**config.mk**
```make
export PLATFORM = sky130hd
export DESIGN_NAME = reg_dump_reader
export DESIGN_NICKNAME = d
export VERILOG_FILES = /design/src/rtl/reg_dump_reader.sv
export SDC_FILE = /design/constraint.sdc
export NUM_CORES = 1
export LEC_CHECK = 0
export ABC_AREA = 1
export BUFFER_PORTS_ARGS = -buffer_cell sky130_fd_sc_hd__clkbuf_2
export CAP_MARGIN = 20
export CORE_MARGIN = 2
export CORE_UTILIZATION = 40
export DETAILED_ROUTE_END_ITERATION = 6
export GPL_TIMING_DRIVEN = 0
export PLACE_DENSITY = 0.76
export SKIP_LAST_GASP = 1
export SLEW_MARGIN = 0
export SYNTH_ARGS = -nofsm -noshare
export SYNTH_HDL_FRONTEND = slang
export SYNTH_SLANG_ARGS = --single-unit
```
**constraint.sdc**
```tcl
create_clock -name CLK -period 2.05 [get_ports CLK]
set_clock_uncertainty 0.1 [all_clocks]
set_input_delay 0.205 -clock CLK [delete_from_list [all_inputs] [get_ports CLK]]
set_output_delay 0.205 -clock CLK [all_outputs]
set_load 0.02 [all_outputs]
```
**src/rtl/reg_dump_reader.sv**
```systemverilog
// Register-file dump initiator: walks registers FIRST..LAST through the read port
// and streams each captured word out on a valid/ready handshake.
module reg_dump_reader #(
  parameter int W     = 8,
  parameter int D     = 3,
  parameter int FIRST = 0,
  parameter int LAST  = 2**D-1
) (
  input  logic         CLK,
  input  logic         Reset,
  input  logic         Start,
  output logic         Busy,
  output logic         Done,
  output logic [D-1:0] Rd_address,
  input  logic [W-1:0] Rd_data,
  output logic         Out_valid,
  input  logic         Out_ready,
  output logic [W-1:0] Out_data,
  output logic [D-1:0] Out_address
);

  localparam logic [D-1:0] FIRST_IDX = D'(FIRST);
  localparam logic [D-1:0] LAST_IDX  = D'(LAST);

  generate
    if (FIRST < 0 || FIRST > LAST || LAST > 2**D-1) begin : g_bad_range
      $error("reg_dump_reader: register range FIRST..LAST is empty or out of bounds");
    end
  endgenerate

  typedef enum logic {IDLE, SEND} state_t;

  state_t       state;
  state_t       next_state;
  logic [D-1:0] ptr;
  logic         xfer;
  logic         at_last;
  logic         capture;
  logic         finish;

  always_ff @(posedge CLK or posedge Reset) begin
    if (Reset) state <= IDLE;
    else       state <= next_state;
  end

  always_comb begin
    next_state = state;
    case (state)
      IDLE:    if (Start) next_state = SEND;
      SEND:    if (finish) next_state = IDLE;
      default: next_state = IDLE;
    endcase
  end

  // The last-index compare precedes the increment, so ptr never overflows.
  always_comb begin
    Busy       = (state == SEND);
    Out_valid  = (state == SEND);
    xfer       = (state == SEND) && Out_ready;
    at_last    = (ptr == LAST_IDX);
    finish     = xfer && at_last;
    capture    = ((state == IDLE) && Start) || (xfer && !at_last);
    Rd_address = (xfer && !at_last) ? ptr + 1'b1 : ptr;
  end

  // Capturing on the edge gives a snapshot: later register writes leave a held word intact.
  always_ff @(posedge CLK or posedge Reset) begin
    if (Reset) begin
      ptr         <= FIRST_IDX;
      Out_data    <= '0;
      Out_address <= '0;
      Done        <= 1'b0;
    end else begin
      Done <= finish;
      if (capture) begin
        Out_data    <= Rd_data;
        Out_address <= Rd_address;
        ptr         <= Rd_address;
      end else if (finish) begin
        ptr <= FIRST_IDX;
      end
    end
  end

endmodule

```
==> flow_summary_export.csv, run 1 <==
group,metric,value,unit
outcome,outcome,"finished clean",
worst_hold_path,hold_path_class,"input pin to flip-flop",
sta,whs,9.69,ps
setup_path,cp_common_cell,"ha_2",
global_route,antenna_found_initial,0,
setup_path,cp-start-kind,"flip-flop",
drt,ant_nets,0,
global_route,grt_max_degree,17,
pwr,p_leak,0.000592,uW
setup_path,crit_required,1750,ps
clock_network,cts_tree,"yes",
global_route,grtUsageTotal,15.5,%
sta,slew-limit-headroom,60.1,%
synthesis,syn-cell-area,741,sq um
setup_path,critPathMaxStageDelay,420,ps
sta,max_slew.worst_pin.slew,598,ps
drt,drtIter0Drc,13,
setup_path,arrival,1640,ps
cells_and_area,final_common_cell,"nand2_1",
pwr,ir_drop,0.694,mV
clock_network,clock_latency,280,ps
sta,setup_viol,0,
drt,wirelength,1530,microns
synthesis,syn_nets,101,
synthesis,syn-instance-count,87,
setup_path,critical_path.max_fanout,4,
placement,port_buffers,28,
setup_path,critical-path-top-delay-family,"flip-flops",
run,drv_cap,0,
setup_path,worstSetupPathType,"flip-flop to primary output",
global_route,grt_pass1_wl,2310,microns
global_route,grt_pass1_vias,549,
sta,rsz0062_at_grt,"no",
clock_network,clkTransAtPathRegs,100,ps
die,num_rows,15,
die,ioPinCount,29,
cells_and_area,fillCellCount,162,
die,initial_core_util,42.9,%
sta,drv_slew,0,
sta,post-route-min-period,1950,ps
sta,final_hold_viol_count,0,
die,die_width,47.0,microns
setup_path,critPathCaptureType,"primary output",
setup_path,cp_num_buf_inv,2,
sta,setup_tns,0,ps
pwr,powerDensity,1490,nW/um^2
clock_network,numCtsBuffers,3,
drt,vias,632,
sta,max_freq,513,MHz
drt,viasPerCell,4.24,
synthesis,syn_area_per_cell,8.51,sq um
global_route,grt_overflow,0,
setup_path,cp_cell_sequence,"ha_2 > ha_2 > inv_2 > nand3_4 > nand2_2 > and2_1 > clkbuf_4",
die,coreArea,1730,sq um
clock_network,clock_sinks,16,
setup_path,crit_path_top_delay_cell,"dfrtp_1",
clock_network,h-tree-depth,1,
drt,drc_errors,0,
cells_and_area,nets,139,
drt,wl_per_cell,10.3,microns
cells_and_area,syn_to_final_growth,36.5,%
drt,drt_pre_antenna_iters,4,
synthesis,ys_ff_latch,16,
clock_network,cts_root_buffer,"clkbuf_4",
synthesis,ys_types,14,
die,dieArea,2210,sq um
placement,gp_congestion,0.694,
sta,post-route-period-util,95.1,%
synthesis,yosysWarnings,0,
clock_network,max-clock-path-buffers,2,
placement,dp_hpwl,1050,microns
cells_and_area,antenna_cells,0,
synthesis,yosysSeqAreaShare,54.1,%
cells_and_area,drive_gt1_share,39.5,%
die,fp.dieH,47.0,microns
cells_and_area,final_cell_mix,"42 x nand2_1, 26 x clkbuf_2, 16 x dfrtp_1",
==> where the power goes <==
group	switching, uW	internal [uW]
Sequential	78.4	440
Combinational	464	309
Clock	104	108
Total	647	857
==> worst register-to-register path: cells and delay by family (launching register included) <==
| family | cells | cell delay (ps) |
|---|---|---|
| flops | 1 | 420 |
| fa+ha+maj | 2 | 380 |
| buf+inv | 3 | 280 |
| simple gates | 4 | 320 |
==> metal layers <==
layer	global-route usage, %	up-vias	share of wire [%]
li1	-	337	-
met1	18.9	275	44
met2	24.7	16	51
met3	3.46	4	3.6
met4	10.0	0	1.5
met5	0	-	0
==> cell families (layout without fill, tap and decap cells) <==
group	Yosys count	after routing	share of synthesized area, %
AND/OR/NAND/NOR	55	55	32.6
buffers and inverters	13	50	9.12
adder cells (fa/ha/maj)	2	2	3.38
AO/OA/AOI/OAI	1	1	0.845
flip-flops	16	16	54.1
==> state kept, by name, indices dropped and copies added, names as in the netlist <==
name	cells
Done	1
Busy	1
Out_address	3
Out_data	8
ptr	3
==> layout make-up <==
cell class / instances / area (sq um) / area share (%)
Tap cell: 25 / 31.3 / 3.09
Inverter: 10 / 37.5 / 3.71
Buffer: 3 / 30.0 / 2.97
Timing Repair Buffer: 33 / 185 / 18.3
Sequential cell: 16 / 400 / 39.6
Multi-Input combinational cell: 58 / 290 / 28.7
Clock buffer: 4 / 36.3 / 3.59
==> synthesized netlist by cell type <==
cell	n	share of area, %
o22ai_1	1	0.85
nand2_2	1	0.85
nor2_1	2	1.0
ha_1	2	3.4
buf_4	1	1.0
dfrtp_1	16	54
nand2_1	43	22
nand3_1	1	0.68
and2_1	4	3.4
inv_1	9	4.6
nand4_1	1	0.85
inv_2	1	0.51
nand3_2	3	4.1
buf_6	2	3.0
==> worst paths after layout <==
path / start / end / slack, ps / depth (start not counted)
max: ptr[1] / Rd_address[2] / 100 / 7
min: Rd_data[1] / Out_data[1] / 10 / 3
max reg2reg: ptr[1] / Out_address[0] / 480 / 9
min reg2reg: Out_data[2] / Out_data[2] / 380 / 2
max in group asynchronous: Reset / ptr[1] / 1050 / 3
min in group asynchronous: Reset / Out_data[0] / 410 / 3
==> what timing repair did <==
action                     CTS  global route
resized for setup            2             7
hold buffers                 1             0
hold endpoints to repair    16             0
setup buffers                1             3
setup endpoints to repair    3             3
pin swaps                    0             1
==> per-stage QoR <==
step / power [uW] / util [%] / cells / setup slack (ps) / cell area (sq um)
after floorplan: 1000 / - / 87 / 445 / 741
after global placement: 1200 / 52.8 / 140 / 309 / 912
after detailed placement: 1220 / 52.8 / 140 / 279 / 912
after CTS: 1470 / 56.1 / 146 / -13.1 / 968
after global routing: 1630 / 58.6 / 149 / 10.7 / 1010
final: 1500 / 58.6 / 149 / 101 / 1010
(Power assumes the default switching activity.)
==> inputs of run 2 (changes only) <==
--- a/config.mk
+++ b/config.mk
@@ -11,7 +11,8 @@
 export CORE_MARGIN = 2
 export CORE_UTILIZATION = 40
+export CTS_BUF_LIST = sky130_fd_sc_hd__clkbuf_16
 export DETAILED_ROUTE_END_ITERATION = 6
 export GPL_TIMING_DRIVEN = 0
-export PLACE_DENSITY = 0.76
+export PLACE_DENSITY = 0.78
 export SKIP_LAST_GASP = 1
 export SLEW_MARGIN = 0
==> constraint.sdc (replaced) <==
create_clock -name CLK -period 1.7 [get_ports CLK]
set_clock_uncertainty 0.1 [all_clocks]
set_input_delay 0.17 -clock CLK [delete_from_list [all_inputs] [get_ports CLK]]
set_output_delay 0.17 -clock CLK [all_outputs]
set_load 0.1 [all_outputs]
==> run 2 against run 1 <==
The flow now finishes with violations (negative setup slack); cell count rose by 4.0%; count of clock-buffer cells in the layout fell by 1; register-to-register slack got worse by 490 ps; worst hold slack improved by 15 ps; non-clock buffer count rose by 6; design area rose by 17%; routed wire length rose by 13%; critical path depth did not move; largest cell class unchanged; utilization rose by 10 points.
==> flow_summary_export.csv, run 2 (synthesized netlist as in run 1, its figures left out) <==
group,metric,value,unit
outcome,outcome,"complete, but fails checks",
outcome,violations,"negative setup slack",
drt,drt_pre_antenna_iters,4,
global_route,grt_pass1_vias,607,
setup_path,critical_path.max_fanout,4,
drt,ant_nets,0,
cells_and_area,largest_register,"Out_data",
clock_network,h-tree-depth,1,
clock_network,max-clock-path-buffers,2,
clock_network,cts_root_buffer,"clkbuf_16",
placement,dp_slack,-322,ps
drt,wirelength,1720,microns
drt,wl_per_cell,11.1,microns
sta,max_slew.worst_pin.slew,603,ps
die,fp.dieH,47.0,microns
sta,final_hold_viol_count,0,
clock_network,cts_tree,"yes",
setup_path,worstSetupPathType,"flip-flop to primary output",
sta,setup_viol,5,
cells_and_area,antenna_cells,0,
placement,port_buffers,28,
die,initial_core_util,42.9,%
cells_and_area,drive_gt1_share,46.2,%
cells_and_area,final_common_cell,"nand2_1",
sta,post-route-min-period,1890,ps
die,ioPinCount,29,
clock_network,clock_sinks,16,
placement,dp_hpwl,1030,microns
drt,drtIter0Drc,13,
setup_path,arrival,1620,ps
sta,rsz0062_at_grt,"yes",
setup_path,critPathMaxStageDelay,390,ps
die,dieArea,2210,sq um
cells_and_area,regArea,402,sq um
setup_path,crit_required,1430,ps
global_route,antenna_found_initial,0,
cells_and_area,multi_input_area,318,sq um
setup_path,critPathCaptureType,"primary output",
die,coreArea,1730,sq um
drt,drc_errors,0,
cells_and_area,nets,145,
cells_and_area,final_cell_mix,"40 x nand2_1, 25 x clkbuf_2, 15 x dfrtp_1",
cells_and_area,largest_reg_flops,8,
clock_network,numCtsBuffers,3,
die,num_rows,15,
drt,vias,681,
global_route,grt_pass1_wl,2550,microns
clock_network,clkTransAtPathRegs,50,ps
worst_hold_path,hold_path_class,"input pin to flip-flop",
sta,slew-limit-headroom,59.8,%
clock_network,clock_latency,240,ps
cells_and_area,top_regs,"Out_data (8), Out_address (3), ptr (3)",
setup_path,cp-start-kind,"flip-flop",
sta,setup_tns,-558,ps
sta,post-route-period-util,111,%
sta,max_freq,529,MHz
sta,drv_slew,0,
sta,layout_setup_ws,-189,ps
cells_and_area,syn_to_final_growth,60.0,%
setup_path,crit_path_top_delay_cell,"dfrtp_1",
setup_path,cp_cell_sequence,"ha_2 > ha_4 > inv_4 > nand3_4 > nand2_2 > and2_4 > clkbuf_16",
global_route,grtUsageTotal,17.1,%
global_route,grt_overflow,0,
run,drv_cap,0,
drt,viasPerCell,4.39,
cells_and_area,fillCellCount,147,
global_route,grt_max_degree,17,
placement,gp_congestion,0.784,
die,die_width,47.0,microns
run 2: cell count changes in the layout (fill, tap and decap cells not counted), moves of 2 or more:
cell | before | now
and2_4 | 0 | 3
nand2_1 | 42 | 40
clkbuf_4 | 4 | 0
buf_4 | 6 | 11
and2_1 | 4 | 1
clkbuf_16 | 0 | 6
run 2: metrics by stage:
stage | utilization, % | cell area, sq um | cells | hold slack [ps]
2_1_floorplan | - | 749 | 87 | -16.3
4_1_cts | 66.4 | 1150 | 151 | 23.8
6_report | 68.6 | 1180 | 155 | 25.1
3_3_place_gp | 53.3 | 921 | 140 | 135
5_1_grt | 68.6 | 1180 | 155 | 30.0
3_5_place_dp | 53.3 | 921 | 140 | 150
run 2: path summary, 6_finish.rpt:
kind                        startpoint             end  cells past startpoint  slack [ps]
max in group asynchronous        Reset            Busy                      3         630
max reg2reg                     ptr[1]  Out_address[2]                     10         -10
min                         Rd_data[6]     Out_data[6]                      3          30
max                             ptr[1]   Rd_address[1]                      7        -190
min reg2reg                Out_data[0]     Out_data[0]                      2         370
min in group asynchronous        Reset     Out_data[6]                      3         450
run 2: metal layers:
| metal | vias to the layer above | global-route usage, % | wire length [microns] |
|---|---|---|---|
| li1 | 348 | - | - |
| met1 | 316 | 17.6 | 669 |
| met2 | 15 | 30.4 | 978 |
| met3 | 2 | 7.69 | 71 |
| met4 | 0 | 6.11 | 4 |
| met5 | - | 0 | 0 |
run 2: what timing repair did:
action,in CTS,in global routing
hold buffers,1,0
buffers inserted,6,4
cloned,0,0
endpoints found under the hold margin,16,0
pin swaps,5,5
gates resized for setup,18,2
endpoints found under the setup margin,3,3
run 2: worst max-delay path, delay by kind of cell, from the launching register on:
family | cells | cell delay [ps]
AND/OR/NAND/NOR | 3 | 360
adder cells (fa/ha/maj) | 2 | 370
buffers and inverters | 2 | 260
flip-flops | 1 | 390
run 2: cell type report:
type,count,share of cell area [%]
clock inverter,1,0.317
tap,25,2.64
timing repair buffer,39,24.1
sequential,16,33.9
multi-input combinational,58,26.8
inverter,10,3.38
clock buffer,3,6.34
buffer,3,2.53
Power of run 2 is not shown: default switching activity piles up to over one toggle a cycle in this logic, so the estimate is an artifact.
==> inputs of run 3 (changes only) <==
- MAX_ROUTING_LAYER: unset -> met4
- SLEW_MARGIN: 0 -> unset
==> run 3 against run 2 <==
The flow still finishes with violations (negative setup slack); count of clock-buffer cells in the layout stayed put; first-iteration DRC count is the same; design area stayed put.
==> flow_summary_export.csv, run 3 (synthesized netlist as in run 1, its figures left out) <==
group,metric,value,unit
setup_path,worstSetupPathType,"flip-flop to primary output",
clock_network,clkTransAtPathRegs,50,ps
die,coreArea,1730,sq um
setup_path,arrival,1620,ps
setup_path,path_depth,7,
placement,dp_hpwl,1030,microns
placement,dp_slack,-322,ps
clock_network,h-tree-depth,1,
drt,viasPerCell,4.38,
clock_network,clock_latency,240,ps
setup_path,critical-path-top-delay-family,"flip-flops",
placement,gp_congestion,0.795,
sta,max_slew.worst_pin.slew,603,ps
drt,wl_per_cell,11.1,microns
global_route,grt_pass1_vias,608,
die,ioPinCount,29,
drt,drtIter0Drc,13,
cells_and_area,nets,145,
sta,post-route-period-util,111,%
worst_hold_path,hold_path_class,"input pin to flip-flop",
cells_and_area,final_cell_mix,"40 x nand2_1, 25 x clkbuf_2, 15 x dfrtp_1",
run,drv_cap,0,
sta,post-route-min-period,1890,ps
drt,ant_nets,0,
drt,wirelength,1720,microns
die,die_width,47.0,microns
cells_and_area,final_util,68.6,%
setup_path,critPathMaxStageDelay,390,ps
outcome,outcome,"complete, but fails checks",
setup_path,worst_r2r_path_depth,10,
global_route,grt_pass1_wl,2550,microns
outcome,violations,"negative setup slack",
die,dieArea,2210,sq um
sta,max_freq,529,MHz
cells_and_area,top_regs,"Out_data (8), Out_address (3), ptr (3)",
sta,final_hold_viol_count,0,
setup_path,reg2reg_slack,-10,ps
clock_network,cts_tree,"yes",
clock_network,cts_root_buffer,"clkbuf_16",
die,fp.dieH,47.0,microns
cells_and_area,syn_to_final_growth,60.0,%
sta,slew-limit-headroom,59.8,%
drt,drc_errors,0,
setup_path,cp_cell_sequence,"ha_2 > ha_4 > inv_4 > nand3_4 > nand2_2 > and2_4 > clkbuf_16",
clock_network,numCtsBuffers,3,
setup_path,crit_required,1430,ps
sta,drv_slew,0,
cells_and_area,largest_reg_flops,8,
sta,layout_setup_ws,-189,ps
setup_path,crit_path_top_delay_cell,"dfrtp_1",
global_route,antenna_found_initial,0,
setup_path,timing.rr.end,"Out_address[2]",
setup_path,critPathCaptureType,"primary output",
drt,vias,679,
sta,rsz0062_at_grt,"yes",
global_route,grt_overflow,0,
drt,drt_pre_antenna_iters,4,
cells_and_area,largest_register,"Out_data",
placement,port_buffers,28,
setup_path,cp-start-kind,"flip-flop",
cells_and_area,drive_gt1_share,46.2,%
setup_path,cp_num_buf_inv,2,
setup_path,critical_path.max_fanout,4,
setup_path,r2r_start,"ptr[1]",
die,initial_core_util,42.9,%
cells_and_area,final_common_cell,"nand2_1",
die,num_rows,15,
clock_network,clock_sinks,16,
cells_and_area,antenna_cells,0,
global_route,grtUsageTotal,17.6,%
clock_network,max-clock-path-buffers,2,
sta,setup_viol,5,
setup_path,endpoint,"Rd_address[1]",
setup_path,startpoint,"ptr[1]",
global_route,grt_max_degree,17,
[run 3: worst min path at each step]
stage                        endpoint        from  cells after the start
final                     Out_data[6]  Rd_data[6]                      3
after CTS                 Out_data[6]  Rd_data[6]                      3
after global routing      Out_data[6]  Rd_data[6]                      3
after detailed placement  Out_data[6]       Reset                      2
after global placement    Out_data[1]       Reset                      2
after floorplan                  Done       Reset                      1
[run 3: what timing repair did]
action | in CTS | in global routing
hold buffers | 1 | 0
endpoints found under the setup margin | 3 | 3
resized for setup | 18 | 2
hold endpoints to repair | 16 | 0
buffers inserted | 6 | 4
pin swaps | 5 | 5
gates cloned | 0 | 0
[run 3: tightest hold or removal path, delay by kind of cell]
family / cells / cell delay (ps)
buffers and inverters: 1 / 70
and+or+nand+nor: 2 / 90
[run 3: metal layers]
metal | GRT usage (%) | share of wire, % | up-vias | wire length (microns)
met5 | - | 0 | - | 0
met2 | 30.4 | 57 | 15 | 982
met1 | 17.6 | 39 | 316 | 669
met3 | 7.69 | 4.1 | 0 | 71
met4 | 6.11 | 0 | 0 | 0
li1 | - | - | 348 | -
[run 3: stage by stage]
step	hold WS [ps]	instances	TNS [ps]	area [sq um]
3_5_place_dp	150	140	-927	921
3_3_place_gp	135	140	-843	921
4_1_cts	23.8	151	-450	1150
2_1_floorplan	-16.3	87	0	749
6_report	25.0	155	-558	1180
5_1_grt	30.0	155	-1430	1180
[run 3: layout make-up]
| type | count | area (sq um) |
|---|---|---|
| multi-input combinational | 58 | 318 |
| sequential | 16 | 402 |
| fill | 147 | 542 |
| tap | 25 | 31.3 |
| clock buffer | 3 | 75.1 |
| timing repair buffer | 39 | 285 |
| buffer | 3 | 30.0 |
| inverter | 10 | 40.0 |
| clock inverter | 1 | 3.75 |
Power of run 3 is left out for the same reason.
